===== src/rtl/uart_tx_sched.sv =====
// Round-robin transmit scheduler sharing one UART line among NREQ requesters.
// Optional even-parity bit between data and stop: define UART_SCHED_PARITY_EN.
module uart_tx_sched #(
  parameter int unsigned NREQ  = 4,
  parameter int unsigned OWN_W = 2
) (
  input  logic               clkin,
  input  logic               reset,
  input  logic [15:0]        divisor,
  input  logic [NREQ-1:0]    req,
  input  logic [NREQ*8-1:0]  data,
  output logic [NREQ-1:0]    grant,
  output logic [OWN_W-1:0]   owner,
  output logic               busy,
  output logic               dout,
  output logic               clkout,
  output logic               intr
);

  localparam int unsigned DIV_W  = 16;
  localparam int unsigned BYTE_W = 8;
  localparam int unsigned IDX_W  = 3;

`ifdef UART_SCHED_PARITY_EN
  typedef enum logic [2:0] {IDLE, START, DATA, PARITY, STOP} state_t;
`else
  typedef enum logic [2:0] {IDLE, START, DATA, STOP} state_t;
`endif

  state_t             state;
  logic [DIV_W-1:0]   cnt;
  logic [DIV_W-1:0]   dreg;
  logic [BYTE_W-1:0]  byte_q;
  logic [IDX_W-1:0]   idx;
  logic [OWN_W-1:0]   ptr;

  logic [OWN_W-1:0]   win;
  logic [OWN_W-1:0]   cand;
  logic               found;
  logic [BYTE_W-1:0]  sel_byte;
  logic               tick;

  assign tick = (state != IDLE) && (cnt == dreg - DIV_W'(1));

  // Round-robin search starting one past the last winner, with wrap.
  always_comb begin
    win   = '0;
    cand  = '0;
    found = 1'b0;
    for (int unsigned k = 1; k <= NREQ; k++) begin
      cand = OWN_W'((32'(ptr) + k) % NREQ);
      if (!found && req[cand]) begin
        found = 1'b1;
        win   = cand;
      end
    end
  end

  always_comb begin
    sel_byte = '0;
    for (int unsigned i = 0; i < NREQ; i++) begin
      if (win == OWN_W'(i)) sel_byte = data[BYTE_W*i +: BYTE_W];
    end
  end

  always_ff @(posedge clkin or posedge reset) begin
    if (reset) begin
      state  <= IDLE;
      cnt    <= '0;
      dreg   <= DIV_W'(1);
      byte_q <= '0;
      idx    <= '0;
      ptr    <= OWN_W'(NREQ - 1);
      grant  <= '0;
      owner  <= '0;
      busy   <= 1'b0;
      dout   <= 1'b1;
      clkout <= 1'b0;
      intr   <= 1'b0;
    end else begin
      grant  <= '0;
      intr   <= 1'b0;
      clkout <= tick;
      if (state == IDLE) cnt <= '0;
      else               cnt <= tick ? '0 : cnt + DIV_W'(1);

      case (state)
        IDLE: begin
          dout <= 1'b1;
          busy <= 1'b0;
          if (found) begin
            state  <= START;
            byte_q <= sel_byte;
            dreg   <= (divisor == '0) ? DIV_W'(1) : divisor;
            owner  <= win;
            ptr    <= win;
            grant  <= NREQ'(1) << win;
            busy   <= 1'b1;
            dout   <= 1'b0;
          end
        end
        START: begin
          if (tick) begin
            state <= DATA;
            idx   <= '0;
            dout  <= byte_q[0];
          end
        end
        DATA: begin
          if (tick) begin
            if (idx == IDX_W'(BYTE_W - 1)) begin
`ifdef UART_SCHED_PARITY_EN
              state <= PARITY;
              dout  <= ^byte_q;
`else
              state <= STOP;
              dout  <= 1'b1;
`endif
            end else begin
              idx  <= idx + IDX_W'(1);
              dout <= byte_q[idx + IDX_W'(1)];
            end
          end
        end
`ifdef UART_SCHED_PARITY_EN
        PARITY: begin
          if (tick) begin
            state <= STOP;
            dout  <= 1'b1;
          end
        end
`endif
        STOP: begin
          if (tick) begin
            state <= IDLE;
            intr  <= 1'b1;
            busy  <= 1'b0;
            dout  <= 1'b1;
          end
        end
        default: state <= IDLE;
      endcase
    end
  end

endmodule


===== config.mk =====
export PLATFORM = sky130hd
export DESIGN_NAME = uart_tx_sched
export DESIGN_NICKNAME = d
export VERILOG_FILES = /design/src/rtl/uart_tx_sched.sv
export SDC_FILE = /design/constraint.sdc
export NUM_CORES = 1
export LEC_CHECK = 0
export CORE_MARGIN = 1
export CORE_UTILIZATION = 55
export DETAILED_ROUTE_END_ITERATION = 12
export PLACE_DENSITY = 0.88
export SYNTH_ARGS = -nofsm -noshare
export SYNTH_HDL_FRONTEND = slang
export SYNTH_SLANG_ARGS = --single-unit

===== constraint.sdc =====
create_clock -name clkin -period 5.77 [get_ports clkin]
set_clock_uncertainty 0.1 [all_clocks]
set_input_delay 0.8655 -clock clkin [delete_from_list [all_inputs] [get_ports clkin]]
set_output_delay 0.8655 -clock clkin [all_outputs]
set_load 0.1 [all_outputs]

==> flow_summary_export.csv <==
group,metric,value,unit
job,maxCapViolCount,0,
global_routing,antenna_found_initial,0,
floorplan,die_x,83.0,um
synth,synth-simple-area-share,21.3,%
final_layout,fin_area,4480,sq um
clock_tree,cts_buffers,9,
setup_path,path_cells,"nor3_1 > nand2_1 > xnor2_1 > nor4_1 > nand4bb_4 > nor3_1 > o221ai_1",
sta,tns,0,ps
synth,synth_top_family_by_area,"simple AND/OR/NAND/NOR gates",
clock_tree,ctsResizeCount,0,
min_path,min_path_type,"flip-flop to flip-flop",
min_path,hold_path_depth,2,
setup_path,critical_path_buf_inv_count,0,
synth,synthTopCellsByCount,"53 x dfrtp_1, 36 x nand2_1, 33 x nor2_1, 23 x mux2_2, 21 x o21ai_0",
setup_path,worst_setup_path_end_kind,"flip-flop",
placed_design,numPlacedInstances,494,
final_layout,register_area,1430,sq um
synth,synth_mux_area_share,12.1,%
route,avgViaCountPerCell,5.82,
pwr,power.total,2140,uW
placed_design,port_buffers,63,
synth,synth_cells,369,
synth,seq_area_frac_synth,39.7,%
final_layout,fill_cells,426,
synth,synth_fa_ha_area_share,3.47,%
setup_path,rr_startpoint,"dreg[4]$_DFFE_PP0P_",
sta,worstMarginPinSlew,1140,ps
synth,synth.top_cell.area_share,36.8,%
final_layout,nets,492,
sta,final-hold-violation-count,0,
global_routing,grt_pass1_vias,2840,
final_layout,drive_gt1_share,14.8,%
setup_path,crit_arrival,3290,ps
global_routing,grt_pass1_wl,13400,um
floorplan,core_area,6350,sq um
pwr,intPower,1230,uW
route,routed_wl,7870,um
final_layout,multi_input_comb_area,2050,sq um
synth,synth.distinct_cells,61,
pwr,clock_power_share,19.5,%
floorplan,die-area,6880,sq um
route,drt_iter0_markers,167,
synth,netlist_area,3600,sq um
clock_tree,clk_path_buf_depth,2,
synth,synth.most_common_cell,"dfrtp_1",
outcome,outcome,"complete, no violations",
synth,synth-xor-area-share,8.02,%
synth,ys_seq_elements,57,
pwr,sequentialPowerShare,33.6,%
synth,synth_compound_area_share,11.7,%
pwr,power_frac_comb,46.9,%
setup_path,rrSetupSlack,2580,ps
synth,synthFlopType,"dfrtp_1",
route,drtAntennaViolNets,0,
synth,synth.avg_cell_area,9.77,sq um
sta,max_freq,0.313,GHz
synth,synth.net_count,433,
final_layout,area_growth,24.4,%
clock_tree,cts.hold.buffers_added,0,
setup_path,cpMaxStageDelayCell,"nor4_1",
sta,maxSlewViolCount,0,
placed_design,dp_hpwl,5790,um
sta,rsz0062_at_grt,"false",
clock_tree,cts_tree,"done",
clock_tree,root_buffer,"clkbuf_8",
sta,fin_crit,3190,ps
clock_tree,clkTransAtPathRegs,60,ps
global_routing,grt_start_max_net_pins,58,
setup_path,critPathLaunchType,"flip-flop",
clock_tree,clk_latency,350,ps
route,dr_total_vias,2970,
clock_tree,cts.sinks,57,
synth,synth_area_leaders,"dfrtp_1 37%, mux2_2 7.2%, xor2_1 4.1%, xnor2_1 3.9%, nand2_1 3.7%",
synth,synth_top_area_cell,"dfrtp_1",
sta,max_slew_margin,23.6,%
synth,synth-edff-count,0,
setup_path,critical_path_peak_fanout,8,
pwr,swShare,42.3,%
final_layout,diodes,0,
setup_path,crit_required,5870,ps
clock_tree,htreeDepth,3,
floorplan,rows,29,
setup_path,reg2reg_to,"idx[2]$_DFFE_PP0P_",
global_routing,grt_use_total,24.6,%
pwr,ir_worst_vdd,379,uV
sta,min_period_over_period,55.3,%
setup_path,crit_path_max_incr_delay,780,ps
pwr,p_switching,905,uW
pwr,p_leak,0.00192,uW
min_path,min_delay_worst_endpoint,"byte_q[5]$_DFFE_PP0P_",
synth,async_flop_share,100,%
placed_design,placed_area,4260,sq um
placed_design,place_congestion,0.884,
min_path,hp-start,"byte_q[5]$_DFFE_PP0P_",
setup_path,cp_common_cell,"nor3_1",
final_layout,stdcell_count,510,
clock_tree,cts_setup_buffers,0,
global_routing,grt_overflow,0,
setup_path,worstSetupPathType,"flip-flop to flip-flop",
floorplan,die_h,83.0,um
route,post-route-drc-count,0,
floorplan,io_pins,64,
final_layout,fin_util,70.6,%
setup_path,worstRegToRegCells,7,
setup_path,cp_top_family,"simple AND/OR/NAND/NOR gates",
route,wl_per_cell,15.4,um
route,dr.pass1.iters,4,
floorplan,start_util,56.8,%
pwr,p_per_area,477,nW/um^2
sta,setup_viol,0,
synth,ys_warn_count,0,
==> cell families after synthesis <==
kind of cell | after synthesis
xor+xnor | 33
fa+ha+maj | 10
mux | 37
simple gates | 144
compound gates | 59
buf+inv | 29
flops | 57
==> worst max path at each step <==
stage | start | to | slack (ps) | depth (start not counted)
global route | dreg[4]$_DFFE_PP0P_ | idx[2]$_DFFE_PP0P_ | 2420 | 7
detailed placement | req[1] | dreg[7]$_DFFE_PP0P_ | 2380 | 5
CTS | dreg[4]$_DFFE_PP0P_ | idx[2]$_DFFE_PP0P_ | 2560 | 7
global placement | req[1] | dreg[8]$_DFFE_PP0P_ | 2480 | 5
finish | dreg[4]$_DFFE_PP0P_ | idx[2]$_DFFE_PP0P_ | 2580 | 7
floorplan | dreg[0]$_DFFE_PP1P_ | dout$_DFFE_PP1P_ | 3060 | 9
==> cell type report <==
class                      count  share of cell area [%]
multi-input combinational    283                    45.6
sequential                    57                    31.9
timing repair buffer          65                    14.4
clock buffer                  11                    3.15
tap                           77                    2.15
clock inverter                 5                    1.76
inverter                      12                    1.00
==> flip-flops by register name (all words and copies together), names as in the netlist, 2 cells and up <==
name	count
grant	4
owner	2
idx	3
cnt	16
byte_q	8
ptr	2
state	2
dreg	16
==> routing by layer <==
layer | vias to the layer above | routed length, um | GRT usage [%]
li1 | 1434 | - | -
met1 | 1410 | 3640 | 34.3
met2 | 108 | 3610 | 37.6
met3 | 18 | 442 | 5.96
met4 | 0 | 178 | 8.78
met5 | - | 0 | 0
==> worst register-to-register path, cell delays in order (launching register included) <==
cell       delay [ps]
dfrtp_1           460
nor3_1            590
nand2_1           190
xnor2_1           160
nor4_1            780
nand4bb_4         250
nor3_1            350
o221ai_1          170
==> through the flow <==
stage	hold slack [ps]	worst slack, ps
3_3_place_gp	364	2480
5_1_grt	416	2420
2_1_floorplan	345	3060
6_report	380	2580
3_5_place_dp	371	2380
4_1_cts	383	2560
==> placed cells by master (no fill, tap or decap), types with 11 or more instances in the layout <==
cell / count
o21ai_0: 21
xor2_1: 17
inv_1: 11
clkdlybuf4s50_1: 63
nand2_1: 36
mux2_2: 23
nand3_1: 17
nor2_1: 33
xnor2_1: 16
dfrtp_1: 53
==> power by group through the flow <==
| stage | registers [uW] | logic [uW] | clock network, uW |
|---|---|---|---|
| final | 718 | 1000 | 417 |
| after global placement | 709 | 960 | 0 |
| after detailed placement | 717 | 992 | 0 |
| after floorplan | 789 | 702 | 0 |
| after global routing | 742 | 1090 | 438 |
| after CTS | 713 | 1000 | 421 |
Note: power is estimated with default switching activity, not from simulation.
